<file path="src/rtl/id_hazard_ctrl.sv">
// Hazard detection and flush sequencing for the ID stage of the five-stage core.
// Drives freeze/flush controls combinationally and keeps saturating stall/flush counters.
module id_hazard_ctrl #(
  parameter int unsigned BRANCH_SHADOW = 1,
  parameter int unsigned CNT_W         = 16
) (
  input  logic             clk,
  input  logic             rst,
  input  logic             forwardEn,
  input  logic [3:0]       src1,
  input  logic             src1Valid,
  input  logic [3:0]       src2,
  input  logic             src2Valid,
  input  logic [3:0]       exeDest,
  input  logic             exeWriteBackEn,
  input  logic             exeMemRead,
  input  logic [3:0]       memDest,
  input  logic             memWriteBackEn,
  input  logic             branchTaken,
  input  logic             cntClear,
  output logic             freeze,
  output logic             flushIFID,
  output logic             flushIDEXE,
  output logic [CNT_W-1:0] stallCount,
  output logic [CNT_W-1:0] flushCount,
  output logic             shadowActive
);

  typedef enum logic {StRun, StShadow} state_e;

  localparam logic [3:0] ShadowReload = (BRANCH_SHADOW > 1) ? 4'(BRANCH_SHADOW - 2) : 4'd0;

  state_e           state_q;
  logic [3:0]       shadow_cnt_q;
  logic [CNT_W-1:0] stall_cnt_q;
  logic [CNT_W-1:0] flush_cnt_q;

  logic exe_match;
  logic mem_match;
  logic hazard;

  always_comb begin
    exe_match = (src1Valid && (src1 == exeDest)) || (src2Valid && (src2 == exeDest));
    mem_match = (src1Valid && (src1 == memDest)) || (src2Valid && (src2 == memDest));
    if (forwardEn) begin
      // Forwarding covers everything except a load result not yet read from memory.
      hazard = exe_match && exeWriteBackEn && exeMemRead;
    end else begin
      hazard = (exe_match && exeWriteBackEn) || (mem_match && memWriteBackEn);
    end
  end

  always_comb begin
    freeze     = 1'b0;
    flushIFID  = 1'b0;
    flushIDEXE = 1'b0;
    if (rst) begin
      if (branchTaken || (state_q == StShadow)) begin
        flushIFID  = 1'b1;
        flushIDEXE = 1'b1;
      end else if (hazard) begin
        freeze     = 1'b1;
        flushIDEXE = 1'b1;
      end
    end
  end

  always_ff @(posedge clk or negedge rst) begin
    if (!rst) begin
      state_q      <= StRun;
      shadow_cnt_q <= 4'd0;
    end else begin
      unique case (state_q)
        StRun: begin
          if (branchTaken && (BRANCH_SHADOW > 1)) begin
            state_q      <= StShadow;
            shadow_cnt_q <= ShadowReload;
          end
        end
        StShadow: begin
          if (branchTaken) begin
            shadow_cnt_q <= ShadowReload;
          end else if (shadow_cnt_q == 4'd0) begin
            state_q <= StRun;
          end else begin
            shadow_cnt_q <= shadow_cnt_q - 4'd1;
          end
        end
        default: state_q <= StRun;
      endcase
    end
  end

  always_ff @(posedge clk or negedge rst) begin
    if (!rst) begin
      stall_cnt_q <= '0;
      flush_cnt_q <= '0;
    end else if (cntClear) begin
      stall_cnt_q <= '0;
      flush_cnt_q <= '0;
    end else begin
      if (freeze && !(&stall_cnt_q)) begin
        stall_cnt_q <= stall_cnt_q + 1'b1;
      end
      if (flushIFID && !(&flush_cnt_q)) begin
        flush_cnt_q <= flush_cnt_q + 1'b1;
      end
    end
  end

  assign stallCount   = stall_cnt_q;
  assign flushCount   = flush_cnt_q;
  assign shadowActive = rst && (state_q == StShadow);

endmodule

</file>
<file path="config.mk">
export PLATFORM = sky130hd
export DESIGN_NAME = id_hazard_ctrl
export DESIGN_NICKNAME = d
export VERILOG_FILES = /design/src/rtl/id_hazard_ctrl.sv
export SDC_FILE = /design/constraint.sdc
export NUM_CORES = 1
export LEC_CHECK = 0
export ABC_AREA = 1
export CAP_MARGIN = 10
export CORE_UTILIZATION = 30
export CTS_CLUSTER_DIAMETER = 50
export CTS_CLUSTER_SIZE = 30
export DETAILED_ROUTE_END_ITERATION = 8
export GPL_TIMING_DRIVEN = 0
export PLACE_DENSITY = 0.6
export RECOVER_POWER = 25
export SLEW_MARGIN = 30
export SYNTH_ARGS = -nofsm -noshare
export SYNTH_HDL_FRONTEND = slang
export SYNTH_SLANG_ARGS = --single-unit
export TNS_END_PERCENT = 50
</file>
<file path="constraint.sdc">
create_clock -name clk -period 2.7 [get_ports clk]
set_input_delay 0.27 -clock clk [delete_from_list [all_inputs] [get_ports clk]]
set_output_delay 0.27 -clock clk [all_outputs]
set_load 0.03 [all_outputs]
</file>
==> results.md, run 1 <==
- CTS tree: done
- Root Driver: clkbuf_8
- Max-slew headroom: 64.4%
- Fmax: 397 MHz
- Synth Instances: 389
- Crit path kind: input port to output port
- Syn-to-layout area delta: 34.1%
- Clock Pin Slew Worst Setup and Hold Paths: 0.09 ns
- TritonRoute pass-1 iters: 4
- Synthesized flop and latch total: 37
- Clock share of power: 40.0%
- Logic pwr share: 15.7%
- # diodes: 0
- Yosys cell types: 30
- Routed vias: 2643
- Critical Path RT: 2.43 ns
- WL final: 7.16 mm
- Mapped cell area: 2630 um2
- Io pins: 62
- Power, Total: 1290 uW
- Reg power frac: 44.3%
- Largest family of logic cells by synthesized area: simple AND/OR/NAND/NOR gates
- Starting Density: 31.5%
- Worst skew pair latency: 0.30 ns
- Synth Area per Inst: 6.75 um2
- Nets: 489
- Mux contribution to synthesized area: 0%
- Die area: 9140 um2
- Final Critical Period: 2.52 ns
- Number of I/O port buffers: 61
- Post-DRT Antenna Nets: 0
- Sink Count: 37
- WL met3: 315 um
- Routed vias/inst: 4.67
- Adder-cell share of the synthesized area: 1.43%
- Layout cells sized above 1: 6.29%
- Routed metal-1 wire length: 3.45 mm
- Final hold viol count: 0
- GPL Wtd Cong: 0.863
- Power Density: 367 nW/um2
- Fin crit share: 93.4%
- CP Capture Type: output port
- Yosys warnings: 0
- Antenna violations before repair: 0
- Vias in the first global route: 2587
- Placed insts: 556
- Total gr overflow: 0
- Int Pwr: 924 uW
- Maximum root-to-sink buffer count: 2
- Setup Fix Bufs, Post-CTS: 0
- DPL Wire Length: 5.41 mm
- Total CTS buffers: 5
- Hold crit path type: input port to asynchronous set/reset pin
- Slew Limit Fails: 0
- Post-synthesis xor/xnor area fraction: 8.33%
- Total Routing Usage GR: 17.5%
- Crit path launch type: input port
- Worst path arrival time: 2.25 ns
- CP Max Fanout: 28
- Least-Margin Pin Slew: 0.532 ns
- Highest routed layer: met4
- Die width: 95.6 um
- Sw Ratio: 28.6%
- Post-Layout Cell Count: 566
- Core footprint: 8340 um2
- Setup TNS Final: 0 ns
- WL/cell: 12.6 um
- NetSw: 369 uW
- Die height: 95.6 um
- Wire length of the first global-routing pass: 12.3 mm
- Synth Area in Simple Gates: 41.5%
- Met2 wire len: 3.34 mm
- H-tree Lvls: 2
- Max-cap viol count: 0
- Status: finished clean
- RSZ-0062 raised after global routing: false
- Synthesized net count: 418
- Largest net degree at the start of global routing: 29
- VDD IR max: 176 uV
- Detailed-route DRC error count: 0
- Clk_skew: 0.00987 ns
- Initial DRC count: 117
- Complex-gate fraction of the synthesized area: 5.05%
- Sequential fraction of the synthesis area: 35.2%
- Pleak: 0.00159 uW
- Site row count: 33
- Setup-failing EPs final: 0
## critical path: stages
cell	delay, ns
dlygate4sd3_1	0.52
buf_2	0.14
buf_12	0.19
inv_1	0.10
nor2_1	0.29
clkdlybuf4s50_1	0.73
## Yosys cell counts (all sizes together)
library cell    n  area (um2)
nand3          44         233
nand4           7        43.8
o31ai           6        45.0
a21boi          1        7.51
clkbuf          6        22.5
nor4            1        6.26
nor3b           1        7.51
inv            46         173
buf             3        27.5
xnor2           6        52.6
o21ai          14        70.1
dfrtp          37         926
nor3           15        96.4
and2            1        6.26
nand3b          2        15.0
xor2           19         166
nand2         116         455
a21oi           2        10.0
or2             1        6.26
nor2           58         220
ha              3        37.5
## per-stage QoR
step | hold slack (ns) | worst slack, ns | cell area [um2] | utilization (%)
after floorplan | -0.0256 | 0.857 | 2630 | -
after global routing | 0.489 | 0.0302 | 3520 | 42.3
after CTS | 0.468 | 0.0276 | 3520 | 42.2
final | 0.457 | 0.179 | 3520 | 42.3
after detailed placement | 0.183 | 0.0791 | 3380 | 40.6
after global placement | 0.500 | -1.04 | 3370 | 40.4
## metal layers
layer  vias to the layer above  track usage (%)
li1                       1374                -
met1                      1206             23.7
met2                        56             28.9
met3                         7             2.87
met4                         0             4.10
met5                         -                0
## final cells by class
class | instances | area (um2)
Fill cell | 876 | 4820
Multi-Input combinational cell | 297 | 1480
Sequential cell | 37 | 926
Timing Repair Buffer | 64 | 651
Inverter | 46 | 173
Tap cell | 105 | 131
Clock buffer | 5 | 68.8
Buffer | 9 | 50.0
Clock inverter | 3 | 46.3
## state kept, by name (all words and copies together), names as in the netlist
signal        count
shadow_cnt_q      4
flushCount       16
stallCount       16
state_q           1
## path summary, 6_finish.rpt
| path | start | end | slack [ns] | depth (start not counted) |
|---|---|---|---|---|
| setup / recovery | rst | flushIFID | 0.18 | 6 |
| hold reg to reg | shadow_cnt_q[1] | shadow_cnt_q[1] | 0.52 | 2 |
| min in group clk | shadow_cnt_q[1] | shadow_cnt_q[1] | 0.52 | 2 |
| hold / removal | rst | stallCount[12] | 0.46 | 3 |
| setup reg to reg | stallCount[0] | stallCount[6] | 0.74 | 9 |
| max in group asynchronous | rst | stallCount[1] | 1.28 | 3 |
## placed cells by master (no fill, tap or decap), drive strengths merged
| cell | Yosys | layout |
|---|---|---|
| buf | 3 | 5 |
| xnor2 | 6 | 6 |
| inv | 46 | 46 |
| o31ai | 6 | 6 |
| nor3b | 1 | 1 |
| clkinv | 0 | 1 |
| nand4 | 7 | 7 |
| bufinv | 0 | 1 |
| a21oi | 2 | 2 |
| dfrtp | 37 | 37 |
| xor2 | 19 | 19 |
| and2 | 1 | 1 |
| or2 | 1 | 1 |
| nor4 | 1 | 1 |
| nand3b | 2 | 2 |
| o21ai | 14 | 14 |
| nor3 | 15 | 15 |
| clkdlybuf4s50 | 0 | 58 |
| dlymetal6s2s | 0 | 2 |
| nor2 | 58 | 58 |
| clkbuf | 6 | 11 |
| nand3 | 44 | 44 |
| nand2 | 116 | 116 |
| ha | 3 | 3 |
| clkinvlp | 0 | 1 |
| dlygate4sd3 | 0 | 2 |
| a21boi | 1 | 1 |
## kinds of logic (layout without fill, tap and decap cells)
kind of cell | after synthesis | in the layout
flip-flops | 37 | 37
buffers and inverters | 55 | 127
AND/OR/NAND/NOR | 246 | 246
AO/OA/AOI/OAI | 23 | 23
XOR/XNOR | 25 | 25
adder cells (fa/ha/maj) | 3 | 3
## power groups by stage
stage                     Combinational [uW]  Clock (uW)  Sequential, uW
after floorplan                         85.1           0             597
after global placement                   197           0             584
after detailed placement                 203           0             584
after CTS                                206         523             573
after global routing                     230         544             576
final                                    203         517             573
## repair_timing
item,CTS,global route
endpoints found under the hold margin,11,0
setup endpoints to repair,0,2
hold buffers,2,0
resized for setup,0,2
Power figures use the tool's default switching activity.
==> inputs of run 2 (changes only) <==
Settings changed: SKIP_CTS_REPAIR_TIMING set to 1.
==> results.md, run 2 (synthesized netlist as in run 1, its figures left out) <==
- Maximum root-to-sink buffer count: 2 (unchanged)
- CTS tree: done (unchanged)
- Final hold viol count: 0 (unchanged)
- Most frequent cells in the layout: nand2_1 (110), clkdlybuf4s50_1 (58), nor2_1 (57) (unchanged)
- Commonest non-fill, non-tap cell in the layout: nand2_1 (unchanged)
- Max stage delay cell, worst path: clkdlybuf4s50_1 (unchanged)
- Max-cap viol count: 0 (unchanged)
- CP cell instances: dlygate4sd3_1 -> buf_2 -> buf_12 -> inv_1 -> nor2_1 -> clkdlybuf4s50_1 (unchanged)
- VDD IR max: 176 uV (about the same)
- DPL Wire Length: 5.41 mm (unchanged)
- Max-slew headroom: 65.0% (was 64.4%)
- CP Max Fanout: 28 (unchanged)
- Slew Limit Fails: 0 (unchanged)
- Largest net degree at the start of global routing: 29 (unchanged)
- Clock Pin Slew Worst Setup and Hold Paths: 0.09 ns (about the same)
- CP Capture Type: output port (unchanged)
- GPL Wtd Cong: 0.863 (unchanged)
- Crit path launch type: input port (unchanged)
- Number of I/O port buffers: 61 (unchanged)
- Total CTS buffers: 5 (unchanged)
- Die area: 9140 um2 (unchanged)
- Routed vias/inst: 4.68 (was 4.67)
- Status: finished clean (unchanged)
- Syn-to-layout area delta: 34.1% (unchanged)
- Final Critical Period: 2.52 ns (about the same)
- Die width: 95.6 um (unchanged)
- Routed vias: 2648 (was 2643)
- Total gr overflow: 0 (unchanged)
- Fmax: 397 MHz (about the same)
- Pleak: 0.00159 uW (unchanged)
- Register area: 926 um2 (unchanged)
- Least-Margin Pin Slew: 0.523 ns (was 0.532 ns)
- Fin crit share: 93.3% (was 93.4%)
- Core footprint: 8340 um2 (unchanged)
- Starting Density: 31.5% (unchanged)
- Io pins: 62 (unchanged)
- Antenna violations before repair: 0 (unchanged)
- TritonRoute pass-1 iters: 6 (was 4)
- RSZ-0062 raised after global routing: false (unchanged)
- Critical Path RT: 2.43 ns (about the same)
- Wire length of the first global-routing pass: 12.2 mm (was 12.3 mm)
- # diodes: 0 (unchanged)
- Setup ws final: 0.182 ns (was 0.179 ns)
- Root Driver: clkbuf_8 (unchanged)
- Setup-failing EPs final: 0 (unchanged)
- Layout cells sized above 1: 6.29% (unchanged)
- H-tree Lvls: 2 (unchanged)
- Clk_skew: 0.0113 ns (was 0.00987 ns)
- Post-DRT Antenna Nets: 0 (unchanged)
- Pre-CTS WS: 0.0791 ns (unchanged)
- Sink Count: 37 (unchanged)
- Crit path kind: input port to output port (unchanged)
- Worst path arrival time: 2.25 ns (about the same)
- Worst skew pair latency: 0.30 ns (about the same)
- Nets: 489 (unchanged)
- WL final: 7.11 mm (was 7.16 mm)
- Hold crit path type: input port to asynchronous set/reset pin (unchanged)
- Top delay family on crit path: buffers and inverters (unchanged)
- Buf+Inv Stages, Crit Path: 5 (unchanged)
- Die height: 95.6 um (unchanged)
- Setup TNS Final: 0 ns (unchanged)
- Vias in the first global route: 2571 (was 2587)
- Reg-to-reg slack, setup: 0.73 ns (was 0.74 ns)
- CP max stage delay: 0.73 ns (about the same)
- Power Density: 366 nW/um2 (was 367 nW/um2)
- Detailed-route DRC error count: 0 (unchanged)
- Multi-input gate area: 1480 um2 (unchanged)
- WL/cell: 12.6 um (about the same)
- Total Routing Usage GR: 17.3% (was 17.5%)
- Initial DRC count: 113 (was 117)
- Fillers: 872 (was 876)
- Site row count: 33 (unchanged)
[run 2: path summary, 6_finish.rpt]
kind                                  from         endpoint  depth (start not counted)
hold / removal                         rst   stallCount[12]                          3
hold reg to reg            shadow_cnt_q[1]  shadow_cnt_q[1]                          2
max in group asynchronous              rst    stallCount[9]                          3
setup / recovery                       rst        flushIFID                          6
min in group clk           shadow_cnt_q[1]  shadow_cnt_q[1]                          2
setup reg to reg             stallCount[0]   stallCount[15]                          9
[run 2: area by class of cell]
| type | count | share of cell area, % |
|---|---|---|
| Buffer | 9 | 1.42 |
| Clock buffer | 5 | 1.95 |
| Clock inverter | 3 | 1.31 |
| Inverter | 46 | 4.90 |
| Multi-Input combinational cell | 297 | 42.0 |
| Sequential cell | 37 | 26.3 |
| Tap cell | 105 | 3.73 |
| Timing Repair Buffer | 64 | 18.5 |
[run 2: metrics by stage]
stage / total power (uW) / utilization [%] / cell area (um2) / instances / hold WS (ns)
4_1_cts: 1300 / 42.0 / 3500 / 564 / -0.143
3_5_place_dp: 787 / 40.6 / 3380 / 556 / 0.183
5_1_grt: 1350 / 42.3 / 3520 / 566 / 0.481
3_3_place_gp: 781 / 40.4 / 3370 / 555 / 0.500
6_report: 1290 / 42.3 / 3520 / 566 / 0.454
2_1_floorplan: 682 / - / 2630 / 389 / -0.0256
[run 2: worst min-delay path: cells and delay by family]
kind / cells / cell delay (ns)
buffers and inverters: 3 / 0.85
[run 2: report_power, final]
part	internal (uW)	total [uW]	switching [uW]	leakage [uW]
logic	85.4	204	118	0.00103
registers	561	573	11.8	0.000508
clock network	277	514	237	0.0000543
total	924	1290	367	0.00159
[run 2: per-layer routing]
metal / vias to the layer above / track usage [%] / wire (um)
met2: 56 / 28.2 / 3280
met3: 9 / 2.79 / 327
li1: 1374 / - / -
met5: - / 0 / 0
met4: 0 / 4.48 / 68
met1: 1209 / 23.6 / 3430
